[src/rtl/tcm_loader_if.sv]
// Byte-stream and TCM SRAM port bundle for tcm_loader.
// master = loader side, slave = stream source plus SRAM.
interface tcm_loader_if #(
  parameter int DATA_WIDTH = 32,
  parameter int AW         = 10
);
  logic                    s_valid_i;
  logic [7:0]              s_data_i;
  logic                    s_ready_o;
  logic                    mem_en_o;
  logic                    mem_we_o;
  logic [DATA_WIDTH/8-1:0] mem_be_o;
  logic [AW-1:0]           mem_addr_o;
  logic [DATA_WIDTH-1:0]   mem_data_o;
  logic [DATA_WIDTH-1:0]   mem_data_i;
  logic                    mem_ready_i;

  modport master (
    input  s_valid_i, s_data_i, mem_data_i, mem_ready_i,
    output s_ready_o, mem_en_o, mem_we_o, mem_be_o,
    output mem_addr_o, mem_data_o
  );

  modport slave (
    output s_valid_i, s_data_i, mem_data_i, mem_ready_i,
    input  s_ready_o, mem_en_o, mem_we_o, mem_be_o,
    input  mem_addr_o, mem_data_o
  );
endinterface

[src/rtl/tcm_loader.sv]
// Byte-stream to TCM SRAM loader with LE count header.
// TCM_LOADER_VERIFY_EN adds a readback check after every write.
module tcm_loader #(
  parameter  int DATA_WIDTH = 32,
  parameter  int N_ENTRIES  = 1024,
  localparam int AW         = $clog2(N_ENTRIES)
) (
  input  logic          clk_i,
  input  logic          rst_ni,
  input  logic          start_i,
  input  logic [AW-1:0] base_addr_i,
  tcm_loader_if.master  bus,
  output logic          busy_o,
  output logic          done_o,
  output logic          err_o,
  output logic [AW:0]   words_o
);

  localparam int NB = DATA_WIDTH / 8;
  localparam int IW = (NB > 1) ? $clog2(NB) : 1;
  localparam int CW = DATA_WIDTH + 1;

`ifdef TCM_LOADER_VERIFY_EN
  typedef enum logic [2:0] {
    IDLE, HDR, DATA, WRITE, VRD, VCHK, DONE
  } state_t;
`else
  typedef enum logic [2:0] {
    IDLE, HDR, DATA, WRITE, DONE
  } state_t;
`endif

  state_t                state_q, state_d;
  logic [AW-1:0]         addr_q, addr_d;
  logic [AW:0]           words_q, words_d;
  logic [DATA_WIDTH-1:0] cnt_q, cnt_d;
  logic [DATA_WIDTH-1:0] word_q, word_d;
  logic [IW-1:0]         idx_q, idx_d;
  logic                  err_q, err_d;
  logic                  last;
  logic [CW-1:0]         room;

  assign last = (idx_q == IW'(NB - 1));
  assign room = CW'(N_ENTRIES) - CW'(addr_q);

  always_ff @(posedge clk_i or negedge rst_ni) begin
    if (!rst_ni) begin
      state_q <= IDLE;
      addr_q  <= '0;
      words_q <= '0;
      cnt_q   <= '0;
      word_q  <= '0;
      idx_q   <= '0;
      err_q   <= 1'b0;
    end else begin
      state_q <= state_d;
      addr_q  <= addr_d;
      words_q <= words_d;
      cnt_q   <= cnt_d;
      word_q  <= word_d;
      idx_q   <= idx_d;
      err_q   <= err_d;
    end
  end

  always_comb begin
    state_d       = state_q;
    addr_d        = addr_q;
    words_d       = words_q;
    cnt_d         = cnt_q;
    word_d        = word_q;
    idx_d         = idx_q;
    err_d         = err_q;
    bus.s_ready_o = 1'b0;
    bus.mem_en_o  = 1'b0;
    bus.mem_we_o  = 1'b0;
    bus.mem_be_o  = '0;
    done_o        = 1'b0;
    unique case (state_q)
      IDLE: begin
        if (start_i) begin
          state_d = HDR;
          addr_d  = base_addr_i;
          err_d   = 1'b0;
          words_d = '0;
          idx_d   = '0;
          cnt_d   = '0;
        end
      end
      HDR: begin
        bus.s_ready_o = 1'b1;
        if (bus.s_valid_i) begin
          cnt_d[{idx_q, 3'b000} +: 8] = bus.s_data_i;
          idx_d = last ? '0 : idx_q + 1'b1;
          if (last) begin
            // room is computed one bit wider so huge counts cannot alias
            if (cnt_d == '0) begin
              state_d = DONE;
            end else if ({1'b0, cnt_d} > room) begin
              err_d   = 1'b1;
              state_d = DONE;
            end else begin
              state_d = DATA;
            end
          end
        end
      end
      DATA: begin
        bus.s_ready_o = 1'b1;
        if (bus.s_valid_i) begin
          word_d[{idx_q, 3'b000} +: 8] = bus.s_data_i;
          idx_d = last ? '0 : idx_q + 1'b1;
          if (last) state_d = WRITE;
        end
      end
      WRITE: begin
        bus.mem_en_o = 1'b1;
        bus.mem_we_o = 1'b1;
        bus.mem_be_o = '1;
        words_d      = words_q + 1'b1;
        cnt_d        = cnt_q - 1'b1;
`ifdef TCM_LOADER_VERIFY_EN
        state_d      = VRD;
`else
        addr_d       = addr_q + 1'b1;
        state_d      = (cnt_q == DATA_WIDTH'(1)) ? DONE : DATA;
`endif
      end
`ifdef TCM_LOADER_VERIFY_EN
      VRD: begin
        bus.mem_en_o = 1'b1;
        addr_d       = addr_q + 1'b1;
        state_d      = VCHK;
      end
      VCHK: begin
        if (bus.mem_ready_i) begin
          if (bus.mem_data_i != word_q) err_d = 1'b1;
          state_d = (cnt_q == '0) ? DONE : DATA;
        end
      end
`endif
      DONE: begin
        done_o  = 1'b1;
        state_d = IDLE;
      end
      default: state_d = IDLE;
    endcase
  end

`ifndef TCM_LOADER_VERIFY_EN
  logic unused_rd;
  assign unused_rd = ^{bus.mem_data_i, bus.mem_ready_i};
`endif

  assign bus.mem_addr_o = addr_q;
  assign bus.mem_data_o = word_q;
  assign busy_o         = (state_q != IDLE);
  assign err_o          = err_q;
  assign words_o        = words_q;

endmodule
[src/flat_wrapper.sv]
// flat-port wrapper written by rule: the top's interface ports become plain ports
module tcm_loader_flat 
#(
  parameter  int DATA_WIDTH = 32,
  parameter  int N_ENTRIES  = 1024,
  localparam int AW         = $clog2(N_ENTRIES)
)
  (clk_i, rst_ni, start_i, base_addr_i, busy_o, done_o, err_o, words_o, bus_s_valid_i, bus_s_data_i, bus_mem_data_i, bus_mem_ready_i, bus_s_ready_o, bus_mem_en_o, bus_mem_we_o, bus_mem_be_o, bus_mem_addr_o, bus_mem_data_o);
  tcm_loader_if #(.DATA_WIDTH(DATA_WIDTH)) bus_i ();
  input  logic clk_i;
  input  logic rst_ni;
  input  logic start_i;
  input  logic [AW-1:0] base_addr_i;
  output logic busy_o;
  output logic done_o;
  output logic err_o;
  output logic [AW:0] words_o;
  input wire logic [$bits(bus_i.s_valid_i)-1:0] bus_s_valid_i;
  input wire logic [$bits(bus_i.s_data_i)-1:0] bus_s_data_i;
  input wire logic [$bits(bus_i.mem_data_i)-1:0] bus_mem_data_i;
  input wire logic [$bits(bus_i.mem_ready_i)-1:0] bus_mem_ready_i;
  output wire logic [$bits(bus_i.s_ready_o)-1:0] bus_s_ready_o;
  output wire logic [$bits(bus_i.mem_en_o)-1:0] bus_mem_en_o;
  output wire logic [$bits(bus_i.mem_we_o)-1:0] bus_mem_we_o;
  output wire logic [$bits(bus_i.mem_be_o)-1:0] bus_mem_be_o;
  output wire logic [$bits(bus_i.mem_addr_o)-1:0] bus_mem_addr_o;
  output wire logic [$bits(bus_i.mem_data_o)-1:0] bus_mem_data_o;
  assign bus_i.s_valid_i = bus_s_valid_i;
  assign bus_i.s_data_i = bus_s_data_i;
  assign bus_i.mem_data_i = bus_mem_data_i;
  assign bus_i.mem_ready_i = bus_mem_ready_i;
  assign bus_s_ready_o = bus_i.s_ready_o;
  assign bus_mem_en_o = bus_i.mem_en_o;
  assign bus_mem_we_o = bus_i.mem_we_o;
  assign bus_mem_be_o = bus_i.mem_be_o;
  assign bus_mem_addr_o = bus_i.mem_addr_o;
  assign bus_mem_data_o = bus_i.mem_data_o;
  tcm_loader #(.DATA_WIDTH(DATA_WIDTH), .N_ENTRIES(N_ENTRIES)) u_core (.clk_i(clk_i), .rst_ni(rst_ni), .start_i(start_i), .base_addr_i(base_addr_i), .bus(bus_i), .busy_o(busy_o), .done_o(done_o), .err_o(err_o), .words_o(words_o));
endmodule
[config.mk]
export PLATFORM = sky130hd
export DESIGN_NAME = tcm_loader_flat
export DESIGN_NICKNAME = d
export VERILOG_FILES = /design/src/rtl/tcm_loader_if.sv /design/src/rtl/tcm_loader.sv /design/src/flat_wrapper.sv
export SDC_FILE = /design/constraint.sdc
export NUM_CORES = 1
export LEC_CHECK = 0
export ABC_AREA = 0
export BUFFER_PORTS_ARGS = -buffer_cell sky130_fd_sc_hd__buf_4
export CORE_MARGIN = 2
export CORE_UTILIZATION = 56
export DETAILED_ROUTE_END_ITERATION = 12
export GPL_TIMING_DRIVEN = 0
export HOLD_SLACK_MARGIN = 0.1
export PLACE_DENSITY = 0.81
export SLEW_MARGIN = 20
export SYNTH_ARGS = -nofsm -noshare
export SYNTH_HDL_FRONTEND = slang
export SYNTH_SLANG_ARGS = --single-unit
[constraint.sdc]
create_clock -name clk_i -period 3.9 [get_ports clk_i]
set_clock_uncertainty 0.1 [all_clocks]
set_input_delay 0.195 -clock clk_i [delete_from_list [all_inputs] [get_ports clk_i]]
set_output_delay 0.195 -clock clk_i [all_outputs]
set_load 0.05 [all_outputs]
Word-level counts from Yosys, hierarchy flattened
Cells that the tools add are included.

word-level totals
  bits in registers = 91
  bits of input ports = 55

operators by class
  add/sub/neg operators = 6
  order comparisons = 1
  eq/ne operators = 14
  shift-type cells = 2
  mux-type cells = 32
  reduce and logical (&&, ||, !) cells = 14

operators with widths
  kind                                                                     number
  32-bit case mux with 3 select lines                                      1
  32-bit bitwise mux                                                       2
  32-bit two-way mux                                                       2
  32-bit by 33-bit > comparator with 1-bit output                          1
  32-bit by 1-bit == test with 1-bit output, second input constant         1
  32-bit logical NOT                                                       1
  8-bit by 7-bit variable shift with 32-bit output, first input constant   1
  8-bit by 7-bit indexed part select with 32-bit output                    1
  32-bit by 1-bit subtractor with 32-bit output, second input constant     1
  3-bit two-way mux                                                        8
  11-bit case mux with 2 select lines                                      1
  10-bit case mux with 2 select lines                                      1
  3-bit case mux with 4 select lines                                       1
  11-bit by 10-bit subtractor with 12-bit output, first input constant     1
  11-bit by 1-bit adder with 11-bit output, second input constant          1
  11-bit two-way mux                                                       1
  10-bit by 1-bit adder with 10-bit output, second input constant          1
  10-bit two-way mux                                                       1
  1-bit two-way mux                                                        8
  2-bit by 1-bit inequality test with 1-bit output, second input constant  4
  2-bit inequality test, second input constant                             4
  5-bit negation with 7-bit output                                         1
  3-bit by 2-bit == test with 1-bit output, second input constant          2
  2-bit two-way mux                                                        3
  15 further kinds                                                         20

Longest topological paths before layout
Gate-level depths: netlist of run 1.

  depth in word-level cells = 9
  gate-level depth with buffers = 14

Worst setup path before layout of run 1
No wires, ideal clock.

  kind = reg2reg
  from = reg u_core.idx_q[0]
  to = reg u_core.state_q[2]
  library setup time = 0.120 ns
  arrival = 3.174 ns
  slack = 0.506 ns
  stages on the path, launching flop included = 14
  buffers on the path = 1
  cell sequence = dfrtp_1 clkbuf_1 inv_1 ha_1 nor3b_1 nand3_1 o21ai_0 ha_1 and3_1 o21ai_0 a311oi_1 o32ai_1 nand4_1 a41o_1

on the way
  word-level cells in the longest chain between the ends = 9
  elaborated cells between the ends (all ways) = 15
  those cells by class = add/sub (1); order compare (1); eq/ne (3); shift (2); mux (6); reduce/logical (2)

RTL lines
  element                                                                                                                           line              RTL
  from (decl)                                                                                                                       tcm_loader.sv:38  logic [IW-1:0] idx_q, idx_d;
  from (signal assigned)                                                                                                            tcm_loader.sv:61  idx_q <= idx_d;
  5-bit negation with 7-bit output                                                                                                  tcm_loader.sv:93  cnt_d[{idx_q, 3'b000} +: 8] = bus.s_data_i;
  8-bit by 7-bit indexed part select with 32-bit output / 8-bit by 7-bit variable shift with 32-bit output (equally long branches)  tcm_loader.sv:93
  32-bit bitwise mux                                                                                                                tcm_loader.sv:93
  32-bit by 33-bit > comparator with 1-bit output                                                                                   tcm_loader.sv:99  end else if ({1'b0, cnt_d} > room) begin
  3-bit two-way mux                                                                                                                 tcm_loader.sv:99
  3-bit two-way mux                                                                                                                 tcm_loader.sv:97  if (cnt_d == '0) begin
  3-bit two-way mux                                                                                                                 tcm_loader.sv:95  if (last) begin
  3-bit two-way mux                                                                                                                 tcm_loader.sv:92  if (bus.s_valid_i) begin
  3-bit case mux with 4 select lines                                                                                                tcm_loader.sv:79  unique case (state_q)
  to (signal assigned)                                                                                                              tcm_loader.sv:56  state_q <= state_d;
  to (decl)                                                                                                                         tcm_loader.sv:33  state_t state_q, state_d;

Parallel ways exist; a longest one is shown, timed or not. The select of a mux whose other input is x is not followed.
A chain may end at the register's enable or synchronous reset.

Worst setup path in the final report of run 1
Ends and elaborated chain as after synthesis.

==> results.ini, run 1 <==
[run_status]
status = completed

[floorplan]
start_util = 0.569
rows = 37
core_um2 = 10100
fp.dieArea_um2 = 11100
ioPinCount = 118
die_h_um = 105
fp.dieW_um = 105

[layout]
synthToLayoutAreaGrowth_pct = 20.3
final_area_um2 = 6940
layout_common_cells = nand2_1 (108), o21ai_0 (94), dfrtp_1 (91)
drive_gt1_frac = 0.155
mostFrequentLayoutCell = nand2_1
num_antenna_cells = 0
fin_nets = 894
stdcell_count = 956
utilization = 0.684

[power]
finalPower_mw = 6.78
ir_drop_uv = 623
power_leakage_nw = 3.11
p_per_area_nw_per_um2 = 978

[setup_path]
end_kind = flip-flop
cp_max_fo = 10
timing.rr.end = u_core.state_q[2]
cp_data_arrival_time_ps = 3890
worst_path_largest_cell_delay_ps = 490
reg2regPathDepth = 12
r2r_setup_slack_ps = 180
reg2reg_from = u_core.idx_q[0]
startpoint_type = flip-flop
cp_slowest_cell = ha_1
crit_type = reg -> reg
crit_path_cell_trace = clkbuf_2 -> inv_1 -> ha_1 -> and3b_2 -> nand3_1 -> o21ai_2 -> ha_1 -> nand4_1 -> o221ai_1 -> o32ai_1 -> nand4_1 -> a41o_1
cp_data_required_time_ps = 4080

[sta]
holdWs_ps = 105
slew_headroom = 0.320
tns_ps = 0
rsz0062_at_grt = false
setup_slack_ps = 183
finalCritPeriodShare = 0.953
maxSlewViolCount = 0
setup_viol = 0
worst_pin_slew_ps = 1010
max_freq_mhz = 269
finalCriticalPeriod_ps = 3720
finalHoldViolCount = 0

[clocking]
cts_made_buffers = 9
clock_latency_ps = 380
htree_levels = 3
root_buffer = clkbuf_8
cts_tree = built
clock_path_buffers = 2
clock_sinks = 91
clk_pin_slew_ps = 90

[routing]
drcViolationCount = 0
num_vias = 6101
firstDrtPassIters = 5
viasPerCell = 6.38
wire_per_inst_um = 19.4
drtAntennaViolNets = 0
drt_iter0_markers = 625
totalWireLength_um = 18500

[synthesis]
async_reset_ff_frac = 1.00
synth_flop_cell = dfrtp_1
synthTopCellsByArea = dfrtp_1 (39%), o21ai_0 (8.3%), nand2_1 (7.0%), ha_1 (4.8%), a21oi_1 (4.3%)
yosysTopAreaCell = dfrtp_1
synth_area_um2 = 5770
ys_ff_latch = 91
synth_cells = 711
yosys_warnings = 0
syn_area_per_cell_um2 = 8.11
synth_edf_count = 0
ys_seq_area_frac = 0.395
synth_nets = 788
synth_cell_types = 62
synth_top_area_frac = 0.395

[placement]
dpl.cell_count = 926
dp_slack_ps = -224
gp_congestion = 0.968
portBuffers = 79
dp_hpwl_um = 13000
placed_area_um2 = 6540

[hold_path]
hp-start = bus_s_data_i[0]
holdCritPathClass = in -> reg
min_to = u_core.bus.mem_data_o[24]
holdPathStages = 3

[grt]
antenna_found_initial = 0
grt_max_degree = 92
grt_pass1_wl_um = 29100
grt_overflow_total = 0
grt_usage = 0.334
first_global_vias = 5820

[flow_run]
max_cap_viol_count = 0

## worst max-delay path: cells and delay by family (launching register included)
kind / cells / cell delay [ps]
fa+ha+maj: 2 / 780
simple gates: 4 / 890
compound gates: 4 / 980
flops: 1 / 450
buf+inv: 2 / 400
## cells by family after synthesis
family / synth area share
simple gates: 0.237
fa+ha+maj: 0.0477
mux: 0.0165
buf+inv: 0.0543
flops: 0.395
compound gates: 0.232
xor+xnor: 0.0182
## worst max path at each step
| stage | start | to | slack (ps) |
|---|---|---|---|
| after CTS | u_core.idx_q[0] | u_core.state_q[2] | 2 |
| after global routing | u_core.idx_q[0] | u_core.state_q[2] | 30 |
| after global placement | u_core.idx_q[0] | u_core.state_q[2] | -590 |
| after detailed placement | u_core.idx_q[0] | u_core.state_q[2] | -220 |
| after floorplan | u_core.idx_q[0] | u_core.state_q[2] | 510 |
| final | u_core.idx_q[0] | u_core.state_q[2] | 180 |
## registers in the layout, summed over array words and instances (netlist names)
register	cells
u_core.err_o	1
u_core.state_q	3
u_core.words_o	11
u_core.bus.mem_data_o	32
u_core.bus.mem_addr_o	10
u_core.cnt_q	32
u_core.idx_q	2
## cell usage after synthesis (3+ instances only)
cell / instances
a21oi_1: 50
a221o_1: 3
a22o_1: 7
a22oi_1: 7
a31oi_1: 11
a32oi_1: 5
and2_1: 4
and3_1: 9
buf_2: 4
buf_4: 5
clkbuf_1: 39
dfrtp_1: 91
ha_1: 22
inv_1: 23
mux2_2: 4
mux2i_1: 5
nand2_1: 108
nand2b_1: 4
nand3_1: 23
nand4_1: 8
nor2_1: 49
nor2b_1: 10
nor3_1: 19
nor3b_1: 3
nor4_1: 7
o211ai_1: 5
o21ai_0: 96
o22ai_1: 8
o31ai_1: 11
o32ai_1: 6
or2_2: 3
or3_1: 8
or4_1: 5
xnor2_1: 6
xor2_1: 6
## routing by layer
layer  vias up  track usage  part of all wire
met1      2883        0.420              0.39
met2       376        0.548              0.47
met3        70       0.0816              0.11
li1       2772            -                 -
met5         -            0                 0
met4         0        0.139             0.031
## cell type report
type | count | area [um2]
Tap cell | 136 | 170
Buffer | 50 | 221
Timing Repair Buffer | 96 | 759
Sequential cell | 91 | 2280
Clock inverter | 5 | 104
Multi-Input combinational cell | 545 | 3190
Fill cell | 840 | 3200
Clock buffer | 9 | 124
Inverter | 24 | 90.1
## report_power, final
part / total [mW] / switching [mW] / internal (mW)
Clock: 0.767 / 0.348 / 0.419
Combinational: 4.53 / 3.00 / 1.53
Sequential: 1.49 / 0.284 / 1.20
Total: 6.78 / 3.63 / 3.15
## what timing repair did
action                                  CTS  global route
endpoints found under the hold margin   108             0
resized for setup                         4             3
pin swaps                                 0             1
endpoints found under the setup margin    3             3
hold buffers                             14             0
setup buffers                             0             3
Note: power is estimated with default switching activity, not from simulation.
==> run 2, diff against run 1 <==
- CORE_ASPECT_RATIO: default -> 0.75
- SKIP_LAST_GASP: default -> 1
==> run 2 against run 1 <==
Fmax increased by 1.0%. Sequential share of layout area decreased by 0.44 points. Sequential cell count unchanged. Final area increased by 1.4%. Die area about the same. Hold slack improved by 22 ps. Cell count decreased by 0.10%. Register-to-register slack improved by 40 ps. Global-route usage increased by 1.4 points.
==> results.ini, run 2 (same netlist as run 1, synthesis figures left out) <==
[run_status]
status = completed  ; unchanged

[sta]
tns_ps = 0  ; unchanged
finalCritPeriodShare = 0.943  ; was 0.953
maxSlewViolCount = 0  ; unchanged
worst_pin_slew_ps = 910  ; was 1010 ps
max_freq_mhz = 272  ; was 269 MHz
slew_headroom = 0.391  ; was 0.320
finalHoldViolCount = 0  ; unchanged
rsz0062_at_grt = false  ; unchanged
finalCriticalPeriod_ps = 3680  ; was 3720 ps
setup_viol = 0  ; unchanged

[layout]
layout_common_cells = nand2_1 (108), o21ai_0 (94), dfrtp_1 (91)  ; unchanged
seq_area_um2 = 2280  ; unchanged
fillCellCount = 897  ; was 840
drive_gt1_frac = 0.158  ; was 0.155
stdcell_count = 955  ; was 956
synthToLayoutAreaGrowth_pct = 22.0  ; was 20.3%
mostFrequentLayoutCell = nand2_1  ; unchanged
multi_input_area_um2 = 3210  ; was 3190 um2
fin_nets = 891  ; was 894
num_antenna_cells = 0  ; unchanged

[clocking]
clock_path_buffers = 2  ; unchanged
clk_pin_slew_ps = 70  ; was 90 ps
htree_levels = 3  ; unchanged
clock_sinks = 91  ; unchanged
clock_latency_ps = 350  ; was 380 ps
cts_made_buffers = 9  ; unchanged
post-cts-setup-buffers = 0  ; unchanged
root_buffer = clkbuf_16  ; was clkbuf_8
cts_tree = built  ; unchanged

[routing]
drt_iter0_markers = 862  ; was 625
viasPerCell = 6.42  ; was 6.38
firstDrtPassIters = 6  ; was 5
totalWireLength_um = 18900  ; was 18500 um
drtAntennaViolNets = 0  ; unchanged
num_vias = 6132  ; was 6101
drcViolationCount = 0  ; unchanged
wire_per_inst_um = 19.8  ; was 19.4 um

[flow_run]
max_cap_viol_count = 0  ; unchanged

[grt]
first_global_vias = 5673  ; was 5820
grt_overflow_total = 0  ; unchanged
antenna_found_initial = 0  ; unchanged
top_usage_layer = met1  ; was met2
grt_pass1_wl_um = 30100  ; was 29100 um
grt.met1_usage = 0.516  ; was 0.420
grt_usage = 0.347  ; was 0.334
grt_util_met2 = 0.505  ; was 0.548
grt_max_degree = 92  ; unchanged
met3_usage = 0.0622  ; was 0.0816

[power]
pwr-share-seq = 0.212  ; was 0.219
power_leakage_nw = 3.13  ; was 3.11 nW
ir_drop_uv = 930  ; was 623 uV
pwr-share-clk = 0.134  ; was 0.113
p_per_area_nw_per_um2 = 1010  ; was 978 nW/um2
switchingPower_mw = 3.82  ; was 3.63 mW
power.combinational.fraction = 0.654  ; was 0.668
switching_share = 0.535  ; was 0.536
intPower_mw = 3.31  ; was 3.15 mW

[hold_path]
holdCritPathClass = in -> reg  ; unchanged
holdPathStages = 3  ; unchanged
hp-start = bus_s_data_i[0]  ; unchanged

[setup_path]
startpoint_type = flip-flop  ; unchanged
cp_data_required_time_ps = 4030  ; was 4080 ps
cp-startpoint = u_core.idx_q[0]  ; unchanged
reg2reg_from = u_core.idx_q[0]  ; unchanged
end_kind = flip-flop  ; unchanged
cp_max_fo = 10  ; unchanged
crit_type = reg -> reg  ; unchanged
reg2regPathDepth = 12  ; unchanged
cp_data_arrival_time_ps = 3810  ; was 3890 ps

[placement]
portBuffers = 79  ; unchanged
gp_congestion = 0.965  ; was 0.968
dpl.cell_count = 926  ; unchanged
dp_hpwl_um = 13400  ; was 13000 um

[floorplan]
die_h_um = 91.9  ; was 105 um
core_um2 = 10200  ; was 10100 um2
fp.dieW_um = 121  ; was 105 um
rows = 32  ; was 37
ioPinCount = 118  ; unchanged
start_util = 0.567  ; was 0.569
fp.dieArea_um2 = 11100  ; about the same

run 2: cell types whose count changed in the layout (fill, tap and decap cells not counted), moves of 2 or more:
cell,delta
buf_4,-3
clkbuf_16,+9
clkbuf_8,-8
clkinvlp_4,+2
run 2: power groups by stage:
| stage | registers, mW | logic (mW) | clock network [mW] |
|---|---|---|---|
| after floorplan | 1.78 | 2.81 | 0 |
| after global placement | 1.49 | 4.32 | 0 |
| after detailed placement | 1.51 | 4.40 | 0 |
| after CTS | 1.49 | 4.46 | 0.967 |
| after global routing | 1.54 | 4.99 | 1.00 |
| final | 1.51 | 4.66 | 0.958 |
run 2: layer usage:
metal	up-vias	wire length (um)
met1	2908	8110
met5	-	59
met2	390	8210
li1	2771	-
met4	2	551
met3	61	1940
run 2: per-stage QoR:
| step | hold slack (ps) | power [mW] | utilization | cell area (um2) | setup WS, ps |
|---|---|---|---|---|---|
| 2_1_floorplan | -201 | 4.60 | - | 5770 | 506 |
| 3_3_place_gp | 313 | 5.81 | 0.642 | 6530 | -347 |
| 3_5_place_dp | 240 | 5.91 | 0.643 | 6540 | -426 |
| 4_1_cts | 114 | 6.92 | 0.690 | 7020 | 75.9 |
| 5_1_grt | 141 | 7.53 | 0.692 | 7030 | 15.6 |
| 6_report | 127 | 7.13 | 0.692 | 7030 | 221 |
run 2: area by class of cell:
| type | instances | area share |
|---|---|---|
| Clock buffer | 10 | 0.0340 |
| Tap cell | 136 | 0.0242 |
| Multi-Input combinational cell | 545 | 0.456 |
| Inverter | 24 | 0.0128 |
| Timing Repair Buffer | 93 | 0.105 |
| Clock inverter | 6 | 0.0126 |
| Sequential cell | 91 | 0.324 |
| Buffer | 50 | 0.0318 |
run 2: critical path, cell delays in order (launching register included):
cell and delay (ps):
dfrtp_1 480, clkbuf_4 280, inv_1 100, ha_2 460
and3b_2 330, nand3_1 200, o21ai_2 290, ha_1 300
nand4_1 170, o221ai_1 170, o32ai_1 200, nand4_1 170
a41o_1 300
run 2: path summary, 6_finish.rpt:
kind | endpoint | slack, ps
setup / recovery | u_core.state_q[2] | 220
hold / removal | u_core.bus.mem_data_o[16] | 130
setup reg to reg | u_core.state_q[2] | 220
hold reg to reg | u_core.bus.mem_data_o[19] | 380
max in group asynchronous | u_core.bus.mem_addr_o[3] | 2750
min in group asynchronous | u_core.bus.mem_data_o[19] | 400
run 2: timing repair:
item	in CTS	in global routing
pin swaps	0	1
setup endpoints to repair	3	3
gates resized for setup	5	6
hold endpoints to repair	106	0
cloned	0	0
hold buffers	14	0
==> run 3, diff against run 2 <==
- CTS_CLUSTER_DIAMETER: default -> 40
- clock period: 3.9 -> 3.8 ns (I/O delays scaled with it)
==> run 3 against run 2 <==
Clock power up 3.2%. Count of clock-buffer cells in the layout unchanged. First-iteration DRC count shrank 9.3%. Largest power group unchanged. Highest routed layer unchanged.
==> results.ini, run 3 (same netlist as run 1, synthesis figures left out) <==
[grt]
grt_overflow_total = 0  ; unchanged
first_global_vias = 5672  ; was 5673
grt_max_degree = 92  ; unchanged
antenna_found_initial = 0  ; unchanged
grt_pass1_wl_um = 30100  ; unchanged
grt_usage = 0.347  ; unchanged

[layout]
mostFrequentLayoutCell = nand2_1  ; unchanged
final_area_um2 = 7070  ; was 7030 um2
synthToLayoutAreaGrowth_pct = 22.6  ; was 22.0%
fin_nets = 894  ; was 891
num_antenna_cells = 0  ; unchanged
utilization = 0.695  ; was 0.692
stdcell_count = 958  ; was 955
drive_gt1_frac = 0.163  ; was 0.158
layout_common_cells = nand2_1 (108), o21ai_0 (94), dfrtp_1 (90)  ; was nand2_1 (108), o21ai_0 (94), dfrtp_1 (91)
fillCellCount = 892  ; was 897

[sta]
tns_ps = 0  ; unchanged
holdWs_ps = 125  ; was 127 ps
max_freq_mhz = 282  ; was 272 MHz
rsz0062_at_grt = false  ; unchanged
finalCritPeriodShare = 0.933  ; was 0.943
finalCriticalPeriod_ps = 3550  ; was 3680 ps
maxSlewViolCount = 0  ; unchanged
setup_viol = 0  ; unchanged
slew_headroom = 0.421  ; was 0.391
finalHoldViolCount = 0  ; unchanged
setup_slack_ps = 254  ; was 221 ps
worst_pin_slew_ps = 865  ; was 910 ps

[floorplan]
fp.dieW_um = 121  ; unchanged
rows = 32  ; unchanged
ioPinCount = 118  ; unchanged
fp.dieArea_um2 = 11100  ; unchanged
core_um2 = 10200  ; unchanged
start_util = 0.567  ; unchanged
die_h_um = 91.9  ; unchanged

[setup_path]
r2r_setup_slack_ps = 250  ; was 220 ps
reg2reg_from = u_core.idx_q[0]  ; unchanged
cp_data_arrival_time_ps = 3680  ; was 3810 ps
reg2regPathDepth = 12  ; unchanged
cp-startpoint = u_core.idx_q[0]  ; unchanged
crit_type = reg -> reg  ; unchanged
cp_data_required_time_ps = 3930  ; was 4030 ps
cp_max_fo = 10  ; unchanged
startpoint_type = flip-flop  ; unchanged
end_kind = flip-flop  ; unchanged
timing.rr.end = u_core.state_q[2]  ; unchanged

[power]
finalPower_mw = 7.38  ; was 7.13 mW
ir_drop_uv = 958  ; was 930 uV
intPower_mw = 3.44  ; was 3.31 mW
power_leakage_nw = 3.15  ; was 3.13 nW
p_per_area_nw_per_um2 = 1040  ; was 1010 nW/um2
switchingPower_mw = 3.94  ; was 3.82 mW
pwr-share-clk = 0.134  ; about the same
power.combinational.fraction = 0.656  ; was 0.654
switching_share = 0.534  ; was 0.535
pwr-share-seq = 0.210  ; was 0.212

[clocking]
htree_levels = 3  ; unchanged
root_buffer = clkbuf_16  ; unchanged
clock_sinks = 91  ; unchanged
clock_latency_ps = 350  ; about the same
clk_pin_slew_ps = 70  ; about the same
clock_path_buffers = 2  ; unchanged
cts_tree = built  ; unchanged
cts_made_buffers = 9  ; unchanged

[placement]
placed_area_um2 = 6540  ; unchanged
dp_slack_ps = -526  ; was -426 ps
gp_congestion = 0.965  ; unchanged
dp_hpwl_um = 13400  ; unchanged
portBuffers = 79  ; unchanged
dpl.cell_count = 926  ; unchanged

[hold_path]
holdPathStages = 3  ; unchanged
min_to = u_core.bus.mem_data_o[16]  ; unchanged
holdCritPathClass = in -> reg  ; unchanged
hp-start = bus_s_data_i[0]  ; unchanged

[routing]
drtAntennaViolNets = 0  ; unchanged
viasPerCell = 6.42  ; about the same
drcViolationCount = 0  ; unchanged
wire_per_inst_um = 19.9  ; was 19.8 um
num_vias = 6147  ; was 6132
firstDrtPassIters = 8  ; was 6
drt_iter0_markers = 782  ; was 862
totalWireLength_um = 19100  ; was 18900 um

[flow_run]
max_cap_viol_count = 0  ; unchanged

[run_status]
status = completed  ; unchanged

==> run 3: cell count changes in the layout (fill, tap and decap cells not counted) <==
cell,delta
buf_4,+3
ha_2,-1
dfrtp_2,+1
ha_4,+1
dfrtp_1,-1
clkbuf_1,-1
clkbuf_2,+1
==> run 3: what timing repair did <==
item,4_1_cts,5_1_grt
pin swaps,0,3
hold endpoints to repair,106,0
setup endpoints to repair,3,3
gates resized for setup,5,10
setup buffers,0,3
hold buffers,14,0
==> run 3: worst max-delay path, cell delays in order, from the launching register on <==
cell	delay, ps
dfrtp_2	430
clkbuf_4	240
inv_1	130
ha_4	360
and3b_2	300
nand3_1	200
o21ai_2	300
ha_1	300
nand4_1	180
o221ai_1	180
o32ai_1	210
nand4_1	190
a41o_1	300
==> run 3: worst max path at each step <==
stage / endpoint / cells past startpoint
after global routing: u_core.state_q[2] / 12
after detailed placement: u_core.state_q[2] / 11
after floorplan: u_core.state_q[2] / 13
after CTS: u_core.state_q[2] / 11
after global placement: u_core.state_q[2] / 11
final: u_core.state_q[2] / 12
==> run 3: cell type report <==
class,count,area [um2],area share
clock buffer,10,239,0.0338
sequential,91,2280,0.322
buffer,50,225,0.0319
inverter,24,90.1,0.0127
timing repair buffer,96,759,0.107
multi-input combinational,545,3220,0.455
clock inverter,6,88.8,0.0126
tap,136,170,0.0241
==> run 3: power groups by stage <==
stage | clock network [mW] | registers [mW] | logic [mW]
after CTS | 0.993 | 1.53 | 4.58
after global routing | 1.03 | 1.58 | 5.18
after global placement | 0 | 1.53 | 4.43
after floorplan | 0 | 1.83 | 2.89
after detailed placement | 0 | 1.55 | 4.52
final | 0.989 | 1.55 | 4.84
==> run 3: routing by layer <==
| metal | part of all wire | GRT usage | wire [um] |
|---|---|---|---|
| met1 | 0.43 | 0.516 | 8180 |
| met2 | 0.44 | 0.505 | 8460 |
| met3 | 0.10 | 0.0622 | 1920 |
| met4 | 0.024 | 0.120 | 456 |
| met5 | 0.0030 | 0.0433 | 57 |
